**src/rtl/riscv_csr_access.sv**
```systemverilog
// CSR access initiator: executes one CSRRW/S/C (register or immediate form) at a time.
// It reads the old CSR value, writes the new value when needed and returns the old value for rd.
module riscv_csr_access #(
  parameter int XLEN   = 32,
  parameter int ADDR_W = 12
) (
  input  logic              clk,
  input  logic              rst,
  input  logic              req_valid,
  output logic              req_ready,
  input  logic [2:0]        req_op,
  input  logic [ADDR_W-1:0] req_addr,
  input  logic [XLEN-1:0]   req_src,
  input  logic              req_src_is_x0,
  input  logic              req_rd_is_x0,
  output logic              csr_rd_en,
  output logic [ADDR_W-1:0] csr_rd_addr,
  input  logic [XLEN-1:0]   csr_rd_data,
  input  logic              csr_rd_err,
  output logic              csr_wr_en,
  output logic [ADDR_W-1:0] csr_wr_addr,
  output logic [XLEN-1:0]   csr_wr_data,
  output logic              rsp_valid,
  input  logic              rsp_ready,
  output logic [XLEN-1:0]   rsp_data,
  output logic              rsp_illegal,
  output logic [2:0]        dbg_state
);

  // Handshakes: a transfer happens on a posedge where valid && ready. The request is taken
  // only in IDLE; the response is held stable from rsp_valid rise until rsp_ready is seen.
  typedef enum logic [2:0] {
    S_IDLE    = 3'd0,
    S_READ    = 3'd1,
    S_CAPTURE = 3'd2,
    S_WRITE   = 3'd3,
    S_RESP    = 3'd4
  } state_t;

  state_t state, state_nxt;

  logic [1:0]        kind_q;
  logic [ADDR_W-1:0] addr_q;
  logic [XLEN-1:0]   src_q;
  logic              src_x0_q;
  logic [XLEN-1:0]   new_q;
  logic [XLEN-1:0]   rsp_data_q;
  logic              rsp_illegal_q;

  logic              req_bad_op;
  logic              req_wr_only;
  logic              req_ro;
  logic [XLEN-1:0]   req_src_m;
  logic              wr_needed;
  logic              cap_illegal;
  logic [XLEN-1:0]   new_val;

  // Immediate forms carry a 5-bit zimm; upper bits of req_src are not trusted.
  assign req_src_m   = req_op[2] ? {{(XLEN-5){1'b0}}, req_src[4:0]} : req_src;
  assign req_bad_op  = (req_op[1:0] == 2'b00);
  assign req_wr_only = (req_op[1:0] == 2'b01) && req_rd_is_x0;
  assign req_ro      = (req_addr[ADDR_W-1 -: 2] == 2'b11);

  assign wr_needed   = (kind_q == 2'b01) || !src_x0_q;
  assign cap_illegal = csr_rd_err || (wr_needed && (addr_q[ADDR_W-1 -: 2] == 2'b11));

  always_comb begin
    new_val = src_q;
    case (kind_q)
      2'b10:   new_val = csr_rd_data | src_q;
      2'b11:   new_val = csr_rd_data & ~src_q;
      default: new_val = src_q;
    endcase
  end

  always_comb begin
    state_nxt = state;
    case (state)
      S_IDLE: begin
        if (req_valid) begin
          if (req_bad_op || (req_wr_only && req_ro)) state_nxt = S_RESP;
          else if (req_wr_only)                      state_nxt = S_WRITE;
          else                                       state_nxt = S_READ;
        end
      end
      S_READ:    state_nxt = S_CAPTURE;
      S_CAPTURE: begin
        if (cap_illegal)    state_nxt = S_RESP;
        else if (wr_needed) state_nxt = S_WRITE;
        else                state_nxt = S_RESP;
      end
      S_WRITE:   state_nxt = S_RESP;
      S_RESP:    if (rsp_ready) state_nxt = S_IDLE;
      default:   state_nxt = S_IDLE;
    endcase
  end

  always_ff @(posedge clk or negedge rst) begin
    if (!rst) begin
      state         <= S_IDLE;
      kind_q        <= 2'b00;
      addr_q        <= '0;
      src_q         <= '0;
      src_x0_q      <= 1'b0;
      new_q         <= '0;
      rsp_data_q    <= '0;
      rsp_illegal_q <= 1'b0;
    end else begin
      state <= state_nxt;
      if (state == S_IDLE && req_valid) begin
        kind_q        <= req_op[1:0];
        addr_q        <= req_addr;
        src_q         <= req_src_m;
        src_x0_q      <= req_src_is_x0;
        new_q         <= req_src_m;
        rsp_data_q    <= '0;
        rsp_illegal_q <= req_bad_op || (req_wr_only && req_ro);
      end else if (state == S_CAPTURE) begin
        new_q         <= new_val;
        rsp_data_q    <= csr_rd_data;
        rsp_illegal_q <= cap_illegal;
      end
    end
  end

  // Strobes decode straight from state so an async reset removes them at once.
  assign req_ready   = (state == S_IDLE);
  assign csr_rd_en   = (state == S_READ);
  assign csr_wr_en   = (state == S_WRITE);
  assign csr_rd_addr = addr_q;
  assign csr_wr_addr = addr_q;
  assign csr_wr_data = new_q;
  assign rsp_valid   = (state == S_RESP);
  assign rsp_data    = rsp_data_q;
  assign rsp_illegal = rsp_illegal_q;
  assign dbg_state   = state;

endmodule

```
**config.mk**
```make
export PLATFORM = sky130hd
export DESIGN_NAME = riscv_csr_access
export DESIGN_NICKNAME = d
export VERILOG_FILES = /design/src/rtl/riscv_csr_access.sv
export SDC_FILE = /design/constraint.sdc
export NUM_CORES = 1
export LEC_CHECK = 0
export CORE_MARGIN = 2
export CORE_UTILIZATION = 40
export CTS_BUF_LIST = sky130_fd_sc_hd__clkbuf_8
export DETAILED_ROUTE_END_ITERATION = 12
export GPL_ROUTABILITY_DRIVEN = 1
export GPL_TIMING_DRIVEN = 0
export PLACE_DENSITY = 0.69
export SETUP_SLACK_MARGIN = 0.5
export SLEW_MARGIN = 25
export SYNTH_ARGS = -nofsm -noshare
export SYNTH_HDL_FRONTEND = slang
export SYNTH_SLANG_ARGS = --single-unit
```
**constraint.sdc**
```tcl
create_clock -name clk -period 2.26 [get_ports clk]
set_input_delay 0.678 -clock clk [delete_from_list [all_inputs] [get_ports clk]]
set_output_delay 0.678 -clock clk [all_outputs]
set_load 0.005 [all_outputs]
```
==> flow_summary.toml <==
[logic_synthesis]
synthCells = 517
ys_seq_elements = 115
ys.flop_type = "dfrtp_1"
synth_edf_count = 0
synth_cell_type_count = 34
synth_largest_area_cell = "dfrtp_1"
postSynthAreaPerCell_um2 = 10.1
synth_area_leaders = "dfrtp_1 (55%), a21oi_1 (6.8%), nand2_1 (6.4%), a22o_1 (5.4%), o32a_1 (5.0%)"
async_flop_share = 1.00
syn_nets = 603
yosys.area.top_type_share = 0.551
yosys-top-cells-count = "dfrtp_1 (115), nand2_1 (89), a21oi_1 (71)"
ys_warn_count = 0
yosysSeqAreaShare = 0.551
syn-cell-area_mm2 = 0.00522
post-synth-top-count-cell = "dfrtp_1"

[global_routing]
met2_usage = 0.470
met3_usage = 0.0767
grt_pass1_wl_um = 30400
top_usage_layer = "met2"
antenna_found_initial = 0
grt_overflow = 0
grt_use_met1 = 0.349
first_global_vias = 5628
grt_use_total = 0.279
grt_max_degree = 64

[pwr]
combPwrFrac = 0.580
power_mw = 14.3
p_int_mw = 9.07
power_density_mw_per_mm2 = 1520
leakage_nw = 4.30
pwr-share-seq = 0.270
pwr-share-clk = 0.150
vdd_drop_max_mv = 0.843
switching_share = 0.366
switchingPower_mw = 5.24

[final_layout]
diodes = 0
nets = 921
drive_above_1_share = 0.389
fillers = 896
syn2layout_area_growth_pct = 79.8

[floorplanning]
coreArea_mm2 = 0.0127
initial_core_util = 0.412
fp-row-count = 41
num_io_pins = 182
die_h_um = 118
dieArea_mm2 = 0.0140
dieWidth_um = 118

[timing]
slew-limit-headroom = 0.611
fmax_ghz = 0.447
fin_setup_tns_ns = 0
rsz0062_at_grt = "true"
finalCriticalPeriod_ns = 2.24
worst_pin_slew_ns = 0.583
hold_viol = 0
fin_crit_sh = 0.991
setup_violations = 0
slew_violations = 0
clock-skew-final_ns = 0.0120

[clocking]
clk_pin_slew_ns = 0.08
cts_tree = "built"
cts-buffers-inserted = 17
clockRootBuffer = "clkbuf_8"
cts_sinks = 115
clock_latency_ns = 0.45
hold_buffers = 0
cts_buffer_depth = 2
cts_max_level = 4

[drt]
ant_nets = 0
wl_um = 20400
wl_per_cell_um = 20.0
dr_total_vias = 5591
vias_per_cell = 5.48
drt_first_pass_iters = 5
drt_iter0_drc = 394
drc_errors = 0

[critical_path]
crit_path_start_kind = "flop"
crit_top_cell = "buf_6"
end_kind = "output pin"
crit_buf_inv = 4
path_class = "flop to output pin"
cpMaxStageDelayCell = "dfrtp_1"
critPathMaxFanout = 3
crit_chain = "buf_6 > buf_4 > clkinvlp_4 > nor2_2 > and2_4 > buf_6"
worstPathRequired_ns = 1.58
crit_family = "buffers and inverters"
critical_path_arrival_ns = 1.56
worst-r2r-cell-count = 11
path_depth = 6
max_stage_delay_ns = 0.39

[outcome]
status = "finished clean"

[worst_hold_path]
min_path_type = "input port to asynchronous set/reset pin"

[placed_design]
port_buffers = 181
hpwl_um = 12000
gp_congestion = 0.820

[run]
drv_cap = 0
final timing paths:
| check | slack, ns | to | start |
|---|---|---|---|
| setup reg to reg | 0.07 | rsp_data[22] | dbg_state[1] |
| min in group clk | 0.50 | src_x0_q | src_x0_q |
| hold reg to reg | 0.50 | src_x0_q | src_x0_q |
| hold / removal | 0.17 | rsp_data[12] | rst |
| setup / recovery | 0.02 | csr_wr_en | dbg_state[1] |
| max in group asynchronous | 1.40 | csr_wr_data[22] | rst |
power groups by stage:
stage / sequential (mW) / combinational, mW / clock (mW)
2_1_floorplan: 3.77 / 2.69 / 0
3_3_place_gp: 3.79 / 5.37 / 0
3_5_place_dp: 3.83 / 5.50 / 0
4_1_cts: 3.76 / 7.20 / 2.14
5_1_grt: 3.97 / 8.83 / 2.26
6_report: 3.86 / 8.30 / 2.15
layout make-up:
cell class | instances | area (µm²) | area share
Timing Repair Buffer | 298 | 2900 | 0.309
Sequential cell | 115 | 2880 | 0.307
Multi-Input combinational cell | 343 | 2400 | 0.256
Buffer | 56 | 531 | 0.0565
Clock buffer | 20 | 275 | 0.0293
Tap cell | 172 | 215 | 0.0229
Clock inverter | 12 | 161 | 0.0172
Inverter | 4 | 18.8 | 0.00200
flip-flops by register name (all words and copies together), names as in the netlist:
name and count:
csr_rd_addr 12, csr_wr_data 32, dbg_state 3, kind_q 2, rsp_data 32, rsp_illegal 1
src_q 32, src_x0_q 1
placed cells by master (no fill, tap or decap), drive strengths merged, types with 28 or more instances in the layout:
cell type	instances
dfrtp	115
buf	174
clkdlybuf4s50	82
a211oi	28
o21ai	34
a21oi	71
a22o	32
nand2	90
clkbuf	70
clkdlybuf4s15	46
repair_timing:
action	in CTS	in global routing
endpoints found under the setup margin	211	163
pin swaps	37	29
gates resized for setup	394	145
cloned	10	3
setup buffers	80	24
routing by layer:
layer	wire [µm]	up-vias
met4	374	0
met1	8180	2798
met5	0	-
li1	-	2511
met2	10400	243
met3	1500	39
cell families (layout without fill, tap and decap cells):
family / after synthesis / count (layout) / share of synthesized area
AOI/OAI and AO/OA: 200 / 200 / 0.257
buffers and inverters: 60 / 390 / 0.0587
DFF: 115 / 115 / 0.551
and+or+nand+nor: 142 / 143 / 0.133
metrics by stage:
step / instances / setup slack, ns / area (µm²) / hold WS [ns] / util
global route: 1020 / -0.0308 / 9390 / 0.207 / 0.741
floorplan: 517 / 0.540 / 5220 / 0.382 / -
detailed placement: 871 / -0.504 / 7280 / 0.481 / 0.574
global placement: 870 / -3.89 / 7250 / 0.470 / 0.572
finish: 1020 / 0.0207 / 9390 / 0.172 / 0.741
CTS: 993 / 0.0272 / 8890 / 0.200 / 0.702
(Power assumes the default switching activity.)
==> variant 1 (config.mk and constraints unchanged) <==
Change the parameter `ADDR_W` from 12 to 13.
--- a/src/rtl/riscv_csr_access.sv
+++ b/src/rtl/riscv_csr_access.sv
@@ -4,3 +4,3 @@
   parameter int XLEN   = 32,
-  parameter int ADDR_W = 12
+  parameter int ADDR_W = 13
 ) (
Ports: changed (resized csr_rd_addr, csr_wr_addr and req_addr); port bits go from 182 to 185. The function was not compared with the original's and may differ.
==> variant 1 against the unedited design <==
Combinational power up 2%; fmax up 2.5%; sequential cell count up 1; global-route usage down 0.54 points; synthesized area up 1.9%; cell area up 1.4%; critical endpoint unchanged; routed wire length down 2.6%; cell count up 0.49%; setup slack better by 0.055 ns; die area up 1.8%; power down 0.20%.
==> variant 1: results (changes against the unedited design) <==
metric,value,unit,change
status,completed,,
DR vias,5573,,-0.32%
placed cell area,0.007437,mm2,+2.2%
Net Sw Power,5191,uW,-0.88%
share of layout cells above drive strength 1,41.70,%,+2.8 points
Seq pwr share,27.4,%,+0.4 points
dpl cells,881,,+1.1%
Hold Path Class,in2async,,
routed vias/inst,5.437,,-0.81%
Pre-antenna DRT Iters,6,,+1
GPL Wtd Cong,0.8161,,-0.43%
worst r2r path cells,10,,-1
DR iter-0 viols,306,,-22%
Max VDD drop,0.8564,mV,+1.6%
clock power share,13.4,%,-1.6 points
Mapped Avg Cell Area,10.21,um2,+1.1%
CP Max Fanout,4,,+1
min setup slack post-route,0.07525,ns,+0.05456 ns
port buffer count,183,,+1.1%
Post-Place Worst Slack,-0.3086,ns,+0.1950 ns
detailed-route wire length per cell,19.41,um,-3.1%
Slew HR,54.51,%,-6.6 points
worst setup slack for register-to-register paths,0.15,ns,+0.08 ns
P_leak,0.004383,uW,+2.0%
switching fraction of total power,36.35,%,-0.25 points
Detail Placement HPWL,11880,um,-1.1%
"delay-heaviest family, CP",flip-flops,,
sequential fraction of the synthesis area,54.55,%,-0.55 points
worst r2r dst,csr_wr_data[13]$_DFFE_PN0P_,,
first-pass GRT wire length,29790,um,-1.8%
Setup Skew,0.008563,ns,-0.003439 ns
"Net count, final",925,,+0.43%
fill cell count,971,,+8.4%
Syn Nets,608,,+0.83%
worst hold slack,0.1332,ns,-0.03840 ns
Worst EP arrival,1.51,ns,-0.05 ns
All-Layer GR Usage,27.33,%,-0.54 points
top post-synthesis cells by area,"dfrtp_1 55%, a21oi_1 6.5%, nand2_1 6.1%",,
Crit-path slowest cell,dfrtp_1,,
Yosys Warn Count,0,,unchanged
"top cells by count, synth","116 x dfrtp_1, 86 x nand2_1, 69 x a21oi_1",,
largest net degree at the start of global routing,73,,+14%
number of distinct library cells after synthesis,35,,+2.9%
[variant 1: cell type report]
cell class              count  area [um2]  share of cell area [%]
plain buffers              61       616.8                   6.478
inverters                   5       18.77                  0.1971
repair buffers            298        2918                   30.64
clock buffers              25       344.1                   3.614
well taps                 176       220.2                   2.313
multi-input cells         339        2454                   25.77
flip-flops and latches    116        2903                   30.49
clock inverters             5       47.55                  0.4993
[variant 1: what timing repair did]
item                                    in CTS  in global routing
pin swaps                                   31                 31
setup buffers                               68                 34
endpoints found under the setup margin     171                168
gates cloned                                 7                  5
gates resized for setup                    359                192
[variant 1: logic make-up after synthesis]
logic type      Yosys count  synth area share [%]
simple gates            140                 12.91
compound gates          199                 25.70
buf+inv                  66                 6.842
flops                   116                 54.55
[variant 1: per-layer routing]
| layer | part of all wire (%) | global-route usage [%] |
|---|---|---|
| met4 | 2.4 | 10.51 |
| met1 | 41 | 34.70 |
| met2 | 51 | 45.37 |
| met5 | 0 | 0 |
| met3 | 6.3 | 6.513 |
==> variant 2 (config.mk and constraints unchanged) <==
Without the edit above. Put one more register stage on the output `dbg_state`. The value now appears one clock later. The other outputs are not delayed to match.
--- a/src/rtl/riscv_csr_access.sv
+++ b/src/rtl/riscv_csr_access.sv
@@ -135,3 +135,5 @@
   assign rsp_illegal = rsp_illegal_q;
-  assign dbg_state   = state;
+  always_ff @(posedge clk) begin
+    dbg_state <= state;
+  end
 
Check against the original RTL: not equivalent (a bounded check fails within 4 cycles, from zero or initial values and one cycle with rst low).
==> variant 2 against the unedited design <==
Power rose by 3.2%; routed wire length grew 5.1%; setup slack got worse by 0.019 ns; synthesized area grew 2.3%; cell area up 3.9%; critical path depth is 5 higher; non-clock buffer count shrank 1; sequential share of layout area down 0.55 points; sequential cell count rose by 3; cell count about the same; clock skew decreased by 0.0028 ns; global-route usage up 0.14 points.
==> variant 2: results (changes against the unedited design) <==
metric,value,unit,change
top post-synthesis cells by area,"dfrtp_1 54%, a21oi_1 6.5%, nand2_1 6.0%",,
share of layout cells above drive strength 1,40.83,%,+1.9 points
Slew HR,57.34,%,-3.8 points
status,completed,,
Final Non-Filler Cells,1021,,+0.098%
Worst EP arrival,2.58,ns,+1.02 ns
sequential fraction of the synthesis area,55.00,%,-0.10 points
GPL Wtd Cong,0.8142,,-0.66%
"top cells by count, synth","115 x dfrtp_1, 85 x nand2_1, 69 x a21oi_1",,
largest net degree at the start of global routing,66,,+3.1%
CP Max Fanout,5,,+2
RR Startpoint,state[2]$_DFFE_PN0P_,,
first-pass GRT wire length,30770,um,+1.4%
detailed-route wire length per cell,21.03,um,+5.0%
Mapped Avg Cell Area,10.33,um2,+2.3%
"Net count, final",918,,-0.33%
number of distinct library cells after synthesis,36,,+5.9%
Setup Skew,0.009199,ns,-0.002803 ns
Detail Placement HPWL,11810,um,-1.7%
P_leak,0.004438,uW,+3.3%
DR iter-0 viols,528,,+34%
placed cell area,0.007416,mm2,+1.9%
Post-synth ARST share,97.46,%,-2.5 points
vias in the first global route,5739,,+2.0%
routed vias/inst,5.599,,+2.2%
worst setup slack for register-to-register paths,0.002,ns,-0.07 ns
variant 2: path summary, 6_finish.rpt:
kind,endpoint,depth (start not counted)
worst min-delay path,csr_rd_addr[3]$_DFFE_PN0P_,1
worst max register to register,csr_wr_data[13]$_DFFE_PN0P_,11
worst min register to register,dbg_state[0]$_DFF_P_,0
max in group asynchronous,src_q[29]$_DFFE_PN0P_,2
min in group clk,dbg_state[0]$_DFF_P_,0
worst max-delay path,csr_wr_data[13]$_DFFE_PN0P_,11
variant 2: cell type report:
class,count,area (um2)
buffer,57,605.6
clock buffer,23,316.6
clock inverter,9,37.54
inverter,6,22.52
fill,890,3383
timing repair buffer,296,3052
sequential,118,2938
multi-input combinational,336,2562
tap,176,220.2
variant 2: worst reg2reg max path, stage by stage (launching register included):
cell and delay (ns):
dfrtp_1 0.40, buf_6 0.14, buf_6 0.11, buf_6 0.10
buf_6 0.11, buf_6 0.12, nor4b_4 0.36, buf_4 0.18
buf_6 0.13, buf_8 0.14, a211oi_2 0.05, o32a_1 0.31
variant 2: logic make-up (layout without fill, tap and decap cells):
| logic type | after synthesis | after routing | synth area share [%] |
|---|---|---|---|
| AOI/OAI and AO/OA | 200 | 200 | 25.58 |
| buffers and inverters | 63 | 391 | 6.816 |
| DFF | 118 | 118 | 55.00 |
| and+or+nand+nor | 136 | 136 | 12.60 |
variant 2: power by group:
| part | switching [uW] | leakage [uW] | total [uW] | internal (uW) |
|---|---|---|---|---|
| sequential | 856 | 0.00147 | 4040 | 3180 |
| clock | 825 | 0.000209 | 1730 | 904 |
| combinational | 3840 | 0.00276 | 8990 | 5150 |
variant 2: what timing repair did:
item	CTS	global route
gates cloned	13	4
pin swaps	56	56
resized for setup	372	167
endpoints found under the setup margin	206	151
hold buffers	0	0
setup buffers	77	20
variant 2: metal layers:
metal,GRT usage (%),part of all wire [%],vias to the layer above
li1,-,-,2506
met1,36.43,40,2855
met2,46.86,51,298
met3,5.323,6.6,58
met4,10.00,2.6,0
met5,0,0,-
variant 2: stage by stage:
stage | hold slack [ns] | setup WS [ns]
floorplan | 0.3558 | 0.5103
finish | 0.2063 | 0.002142
global placement | 0.3673 | -3.924
global route | 0.2612 | -0.02156
detailed placement | 0.3666 | -0.4215
CTS | 0.2339 | 0.009355
